--- config.mk ---
export PLATFORM = sky130hd
export DESIGN_NAME = aw_slave_fifo
export DESIGN_NICKNAME = d
export VERILOG_FILES = /design/src/rtl/axi_lite_pkg.sv /design/src/rtl/aw_fifo_mem.sv /design/src/rtl/aw_slave_fifo.sv
export SDC_FILE = /design/constraint.sdc
export NUM_CORES = 1
export LEC_CHECK = 0
export CORE_ASPECT_RATIO = 0.75
export CORE_MARGIN = 2
export CORE_UTILIZATION = 35
export DETAILED_ROUTE_END_ITERATION = 10
export PLACE_DENSITY = 0.65
export SLEW_MARGIN = 20
export SYNTH_ARGS = -nofsm -noshare
export SYNTH_HDL_FRONTEND = slang
export SYNTH_SLANG_ARGS = --single-unit
export TNS_END_PERCENT = 1
--- constraint.sdc ---
create_clock -name ACLK -period 3.8 [get_ports ACLK]
set_clock_uncertainty 0.1 [all_clocks]
set_input_delay 0.38 -clock ACLK [delete_from_list [all_inputs] [get_ports ACLK]]
set_output_delay 0.38 -clock ACLK [all_outputs]
set_load 0.01 [all_outputs]
--- src/rtl/axi_lite_pkg.sv ---
// Shared AXI4-Lite types for the slave write-address path.
// Entry layout carries the optional protection flag (AW_PROT_CHECK_EN).
package axi_lite_pkg;

    localparam int AXI_ADDR_W = 32;
    localparam int PROT_NONSECURE_BIT = 1;

    typedef logic [2:0] prot_t;

    typedef struct packed {
        logic [AXI_ADDR_W-1:0] addr;
        prot_t                 prot;
        logic                  err;
    } aw_entry_t;

endpackage

--- src/rtl/aw_fifo_mem.sv ---
// Register-array storage for queued write-address entries.
// One synchronous write port, one asynchronous read port.
module aw_fifo_mem
    import axi_lite_pkg::*;
#(
    parameter int DEPTH = 4,
    parameter int IDX_W = $clog2(DEPTH)
) (
    input  logic             clk,
    input  logic             we,
    input  logic [IDX_W-1:0] widx,
    input  aw_entry_t        wdata,
    input  logic [IDX_W-1:0] ridx,
    output aw_entry_t        rdata
);

    aw_entry_t mem [DEPTH];

    always_ff @(posedge clk) begin
        if (we) begin
            mem[widx] <= wdata;
        end
    end

    assign rdata = mem[ridx];

endmodule

--- src/rtl/aw_slave_fifo.sv ---
// AXI4-Lite AW-channel slave receiver with show-ahead address queue.
// Optional AW_PROT_CHECK_EN flags non-secure (AWPROT[1]) entries.
module aw_slave_fifo
    import axi_lite_pkg::*;
#(
    parameter int ADDR_W = axi_lite_pkg::AXI_ADDR_W,
    parameter int DEPTH  = 4,
    localparam int CNT_W = $clog2(DEPTH + 1),
    localparam int PTR_W = $clog2(DEPTH)
) (
    input  logic              ACLK,
    input  logic              ARESETn,
    input  logic              AWVALID,
    input  logic [ADDR_W-1:0] AWADDR,
    input  logic [2:0]        AWPROT,
    output logic              AWREADY,
    output logic              wa_valid,
    output logic [ADDR_W-1:0] wa_addr,
    output logic [2:0]        wa_prot,
    output logic              wa_err,
    input  logic              wa_ready,
    output logic [CNT_W-1:0]  count
);

    logic [PTR_W-1:0] wr_ptr;
    logic [PTR_W-1:0] rd_ptr;
    logic             push;
    logic             pop;
    aw_entry_t        wr_entry;
    aw_entry_t        rd_entry;

    // ARESETn is active-high despite its name
    assign AWREADY  = !ARESETn && (count != CNT_W'(DEPTH));
    assign wa_valid = (count != '0);
    assign push     = AWVALID && AWREADY;
    assign pop      = wa_valid && wa_ready;

    always_comb begin
        wr_entry      = '0;
        wr_entry.addr = AXI_ADDR_W'(AWADDR);
        wr_entry.prot = prot_t'(AWPROT);
`ifdef AW_PROT_CHECK_EN
        wr_entry.err  = AWPROT[PROT_NONSECURE_BIT];
`else
        wr_entry.err  = 1'b0;
`endif
    end

    aw_fifo_mem #(
        .DEPTH (DEPTH)
    ) u_mem (
        .clk   (ACLK),
        .we    (push),
        .widx  (wr_ptr),
        .wdata (wr_entry),
        .ridx  (rd_ptr),
        .rdata (rd_entry)
    );

    // Empty queue presents zeros rather than stale storage
    assign wa_addr = wa_valid ? ADDR_W'(rd_entry.addr) : '0;
    assign wa_prot = wa_valid ? rd_entry.prot : '0;
    assign wa_err  = wa_valid && rd_entry.err;

    always_ff @(posedge ACLK or posedge ARESETn) begin
        if (ARESETn) begin
            wr_ptr <= '0;
            rd_ptr <= '0;
            count  <= '0;
        end else begin
            if (push) begin
                wr_ptr <= wr_ptr + 1'b1;
            end
            if (pop) begin
                rd_ptr <= rd_ptr + 1'b1;
            end
            unique case ({push, pop})
                2'b10:   count <= count + 1'b1;
                2'b01:   count <= count - 1'b1;
                default: count <= count;
            endcase
        end
    end

endmodule

# Word level (Yosys, flattened, before mapping)
# Memory sizes are Yosys's and may differ from the RTL's.
# Index checks and enable logic that the tools add are counted.
[word_totals]
elab_cells = 23
n_memories = 1
output_inout_bits = 41
mem_bits_rw = 140
in_bits = 39
ff_bits = 7
[op_classes]
n_reduce_logical = 7
n_addsub = 4
eq_ne = 3
mux = 5
[mem_list]
columns = ["memory", "words", "width", "read_ports", "rd_clocked_by_memory_dff", "write_ports", "line", "source"]
rows = [
  ["u_mem.mem", 4, 35, 1, 0, 1, "aw_fifo_mem.sv:17", "aw_entry_t mem [DEPTH];"],
]
[ops]
columns = ["cell", "count"]
rows = [
  ["32-bit two-way mux", 1],
  ["3-bit case mux with 2 select lines", 1],
  ["2-bit by 1-bit adder with 2-bit output (second input constant)", 2],
  ["3-bit by 1-bit adder with 3-bit output (second input constant)", 1],
  ["1-bit logical AND", 3],
  ["3-bit two-way mux", 1],
  ["3-bit != test (second input constant)", 1],
  ["3-bit nonzero test", 1],
  ["3-bit by 1-bit subtractor with 3-bit output (second input constant)", 1],
  ["2-bit by 1-bit == test with 1-bit output (second input constant)", 1],
  ["2-bit == test (second input constant)", 1],
  ["1-bit two-way mux", 2],
  ["2-bit nonzero test", 1],
  ["1-bit logical AND (second input constant)", 1],
  ["1-bit logical NOT", 1],
]

# Longest topological paths before layout
[logic_depth]
ltp_word = 5
mapped_depth = 9
ltp_nobuf = 9

# Hierarchy
# From an unflattened synthesis, not the netlist that was laid out.
[hier_totals]
hier_cells = 264
area_unflattened_um2 = 5953.2
[modules_own_cells]
columns = ["mod", "n_inst", "cells_each", "seq_area_each_um2", "area_each_um2"]
rows = [
  ["aw_fifo_mem", 1, 192, 4324.1, 5280.1],
  ["aw_slave_fifo", 1, 72, 175.2, 673.1],
]

# Worst setup path after synthesis
# No wires, ideal clock.
[synth_path]
kind = "flip-flop to flip-flop"
startpoint = "register count[0]"
endpoint = "memory u_mem.mem[0][0] (netlist bit) (enable)"
path_slack_ns = 1.627
setup_time_ns = 0.395
t_arrival_ns = 1.678
stages_incl_launch_ff = 4
required_ns = 3.305
n_path_buf = 0
period_less_slack_ns = 2.173
cell_sequence = "dfrtp_1 -> nor2_1 -> a21oi_2 -> and2_1"
[synth_between]
elab_chain_cells = 5
[synth_lines]
columns = ["element", "line", "source"]
rows = [
  ["start, declared", "aw_slave_fifo.sv:22", "output logic [CNT_W-1:0] count"],
  ["start signal, assigned", "aw_slave_fifo.sv:78", "2'b10: count <= count + 1'b1;"],
  ["start signal, assigned", "aw_slave_fifo.sv:79", "2'b01: count <= count - 1'b1;"],
  ["start signal, assigned", "aw_slave_fifo.sv:80", "default: count <= count;"],
  ["3-bit != test", "aw_slave_fifo.sv:33", "assign AWREADY = !ARESETn && (count != CNT_W'(DEPTH));"],
  ["1-bit logical AND", "aw_slave_fifo.sv:33", ""],
  ["1-bit logical AND", "aw_slave_fifo.sv:35", "assign push = AWVALID && AWREADY;"],
  ["1-bit two-way mux", "aw_fifo_mem.sv:20", "if (we) begin"],
  ["1-bit two-way mux (implied by the code)", "aw_fifo_mem.sv:21", "mem[widx] <= wdata;"],
  ["end, declared", "aw_fifo_mem.sv:17", ""],
]
# Every way passes these cells.

# Worst setup path in the final report
[layout_path]
startpoint = "register rd_ptr[0]"
endpoint = "output port wa_addr[24]"
[layout_between]
elab_chain_cells = 2
[layout_lines]
columns = ["element", "line", "source"]
rows = [
  ["start, declared", "aw_slave_fifo.sv:26", "logic [PTR_W-1:0] rd_ptr;"],
  ["start signal, assigned", "aw_slave_fifo.sv:75", "rd_ptr <= rd_ptr + 1'b1;"],
  ["memory 4 x 35 bit", "-", ""],
  ["32-bit two-way mux", "aw_slave_fifo.sv:61", "assign wa_addr = wa_valid ? ADDR_W'(rd_entry.addr) : '0;"],
  ["end, declared", "aw_slave_fifo.sv:18", "output logic [ADDR_W-1:0] wa_addr,"],
]
# Every way passes these cells.

==> impl_results.md <==
- Die ar.: 0.0176 mm^2
- Cells after Synth: 264
- Drt wl/cell: 18.4 um
- Die Wd: 152 um
- Cell Pwr Density: 757 mW/mm^2
- Initial Util: 0.359
- Gr usage total: 0.127
- Inserted Clock Buffers: 17
- Synthesized area: 0.00578 mm^2
- Clock Pin Slew Worst Setup and Hold Paths: 0.06 ns
- CTS root buf: clkbuf_16
- Antenna violations before repair: 0
- Post-CTS Setup Inserts: 0
- Syn_nets: 309
- Slowest CP cell: dfrtp_2
- DP HPWL: 6410 um
- Vias: 2,771
- Synth area leaders: edfxtp_1, mux4_2, and2_1, mux4_1, dfrtp_1
- First-pass GRT wire length: 16,300 um
- Tot Pwr: 5.56 mW
- Mean post-synth cell area: 21.9 um^2
- Area delta synth->final: 27.0%
- Final nets: 401
- Status: finished, final reports clean
- TritonCTS clock tree: built
- IO Pins: 80
- Htree depth: 4
- Buffers on Ports: 78
- First-iteration detailed-routing DRC count: 152
- RSZ-0062 raised after global routing: false
- Yosys warns: 0
- Post-CTS sizing: 0
- Worst-path maximum fanout: 16
- Layout cells sized above 1: 0.198
- Die height: 115 um
- DR DRC count: 0
- Largest net degree at the start of global routing: 37
- P_leak: 2.45 nW
- Number of antenna diodes: 0
- Worst Hold Class: in2async
- Via density per instance: 4.79
- Max frequency: 314 MHz
- Final setup fails: 0
- Slowest stage delay, CP: 0.70 ns
- Post-synth top area share: 0.727
- GRT overflow: 0
- Slew of the pin with the lowest slew margin: 0.941 ns
- Peak supply drop: 0.000392 V
- Vias in the first global route: 2,909
- Max Cap Viol: 0
- Arr. time, crit path: 2.71 ns
- Crit Path Category: reg2out
- Biggest area consumer among synthesized cells: edfxtp_1
- Cell Chain, Critical Path: buf_4 > mux4_2 > and2_1 > clkdlybuf4s50_1
- Seq cells post-synth: 147
- Slew HR: 0.373
- Max-slew violations: 0
- Final hold violation count: 0
- Yosys cell types: 24
- Core Box Area: 0.0161 mm^2
- Post-synthesis sequential area ratio: 0.757
- Period utilization: 0.839
- Drt first pass iters: 6
- RD Place Congestion: 0.673
- Total Wirelength: 10,700 um
- Rows: 40
- CTS Sinks: 147
- Setup TNS: 0 ns
- Minimum clock period: 3.19 ns
- CTS Hold Buffers Added: 0
- CP Data Required Time: 3.32 ns
- Startpoint Class: flop
- Clk buf depth: 2
- Clk_lat worst skew: 0.41 ns
- CP Capture Type: output port
- Post-DRT Antenna Nets: 0
==> sequential cells by signal, summed over array words and instances (netlist names) <==
name,cells
count,3
rd_ptr,2
u_mem.mem,140
wr_ptr,2
==> report_power, final <==
| group | internal (mW) | switching [mW] | leakage [nW] |
|---|---|---|---|
| Combinational | 1.08 | 0.711 | 0.821 |
| Sequential | 1.99 | 0.195 | 1.35 |
| Clock | 0.964 | 0.624 | 0.275 |
==> through the flow <==
stage          area (um^2)   util  hold WS, ns  setup WS, ns  cells
3_5_place_dp          6780  0.421        0.457         0.977    547
4_1_cts               7350  0.456        0.151         0.525    579
3_3_place_gp          6780  0.421        0.435         0.988    547
5_1_grt               7350  0.456        0.176         0.411    579
2_1_floorplan         5780      -       0.0834          1.63    264
6_report              7350  0.456        0.162         0.612    579
==> area by class of cell <==
cell class	instances	area (um^2)
sequential	147	4380
fill	1377	8770
inverter	7	26.3
clock buffer	19	433
multi-input combinational	97	1270
tap	210	263
clock inverter	13	134
timing repair buffer	86	841
==> placed cells by master (no fill, tap or decap), types with 3 or more instances in the layout <==
master	n
xnor2_1	3
and2_1	36
dfrtp_1	5
and2_2	4
clkdlybuf4s50_1	78
buf_4	8
clkbuf_16	17
ha_1	5
mux4_1	7
xor2_1	3
inv_1	7
clkinv_2	4
mux4_2	28
edfxtp_1	140
==> path summary, 6_finish.rpt <==
path,to,from,depth (start not counted),slack [ns]
worst max register to register,count[2],count[0],8,1.29
worst max-delay path,wa_addr[24],rd_ptr[0],4,0.61
worst min-delay path,wr_ptr[0],ARESETn,2,0.16
min in group ACLK,count[2],count[2],1,0.46
worst min register to register,count[2],count[2],1,0.46
max in group asynchronous,rd_ptr[0],ARESETn,2,3.20
==> critical path, delay by kind of cell (launching register included) <==
kind,cells,cell delay (ns)
buffers and inverters,2,0.87
flip-flops,1,0.70
multiplexers,1,0.54
AND/OR/NAND/NOR,1,0.17
==> synthesized netlist by cell type, drive strengths merged <==
master and number:
a21oi 2, and2 40, buf 10, clkbuf 3, conb 1, dfrtp 7, edfxtp 140, fa 1
ha 5, inv 7, mux2 1, mux2i 1, mux4 35, nand2b 1, nand3 1, nor2 2
or3 1, xnor2 3, xor2 3
==> kinds of logic (layout without fill, tap and decap cells) <==
| family | after synthesis | count (layout) | synth area share |
|---|---|---|---|
| DFF | 147 | 147 | 0.757 |
| and+or+nand+nor | 45 | 45 | 0.0476 |
| muxes | 37 | 37 | 0.144 |
| buffers and inverters | 20 | 125 | 0.0244 |
| adders and majority gates | 6 | 6 | 0.0143 |
| xor gates and xnor gates | 6 | 6 | 0.00909 |
| AOI/OAI and AO/OA | 2 | 2 | 0.00238 |
| other | 1 | 1 | 0.000648 |
==> layer usage <==
layer  wire, um  track usage
met2       5230        0.207
met5          0            0
met3        483       0.0358
met4        153       0.0593
met1       4820        0.161
(Power assumes the default switching activity.)
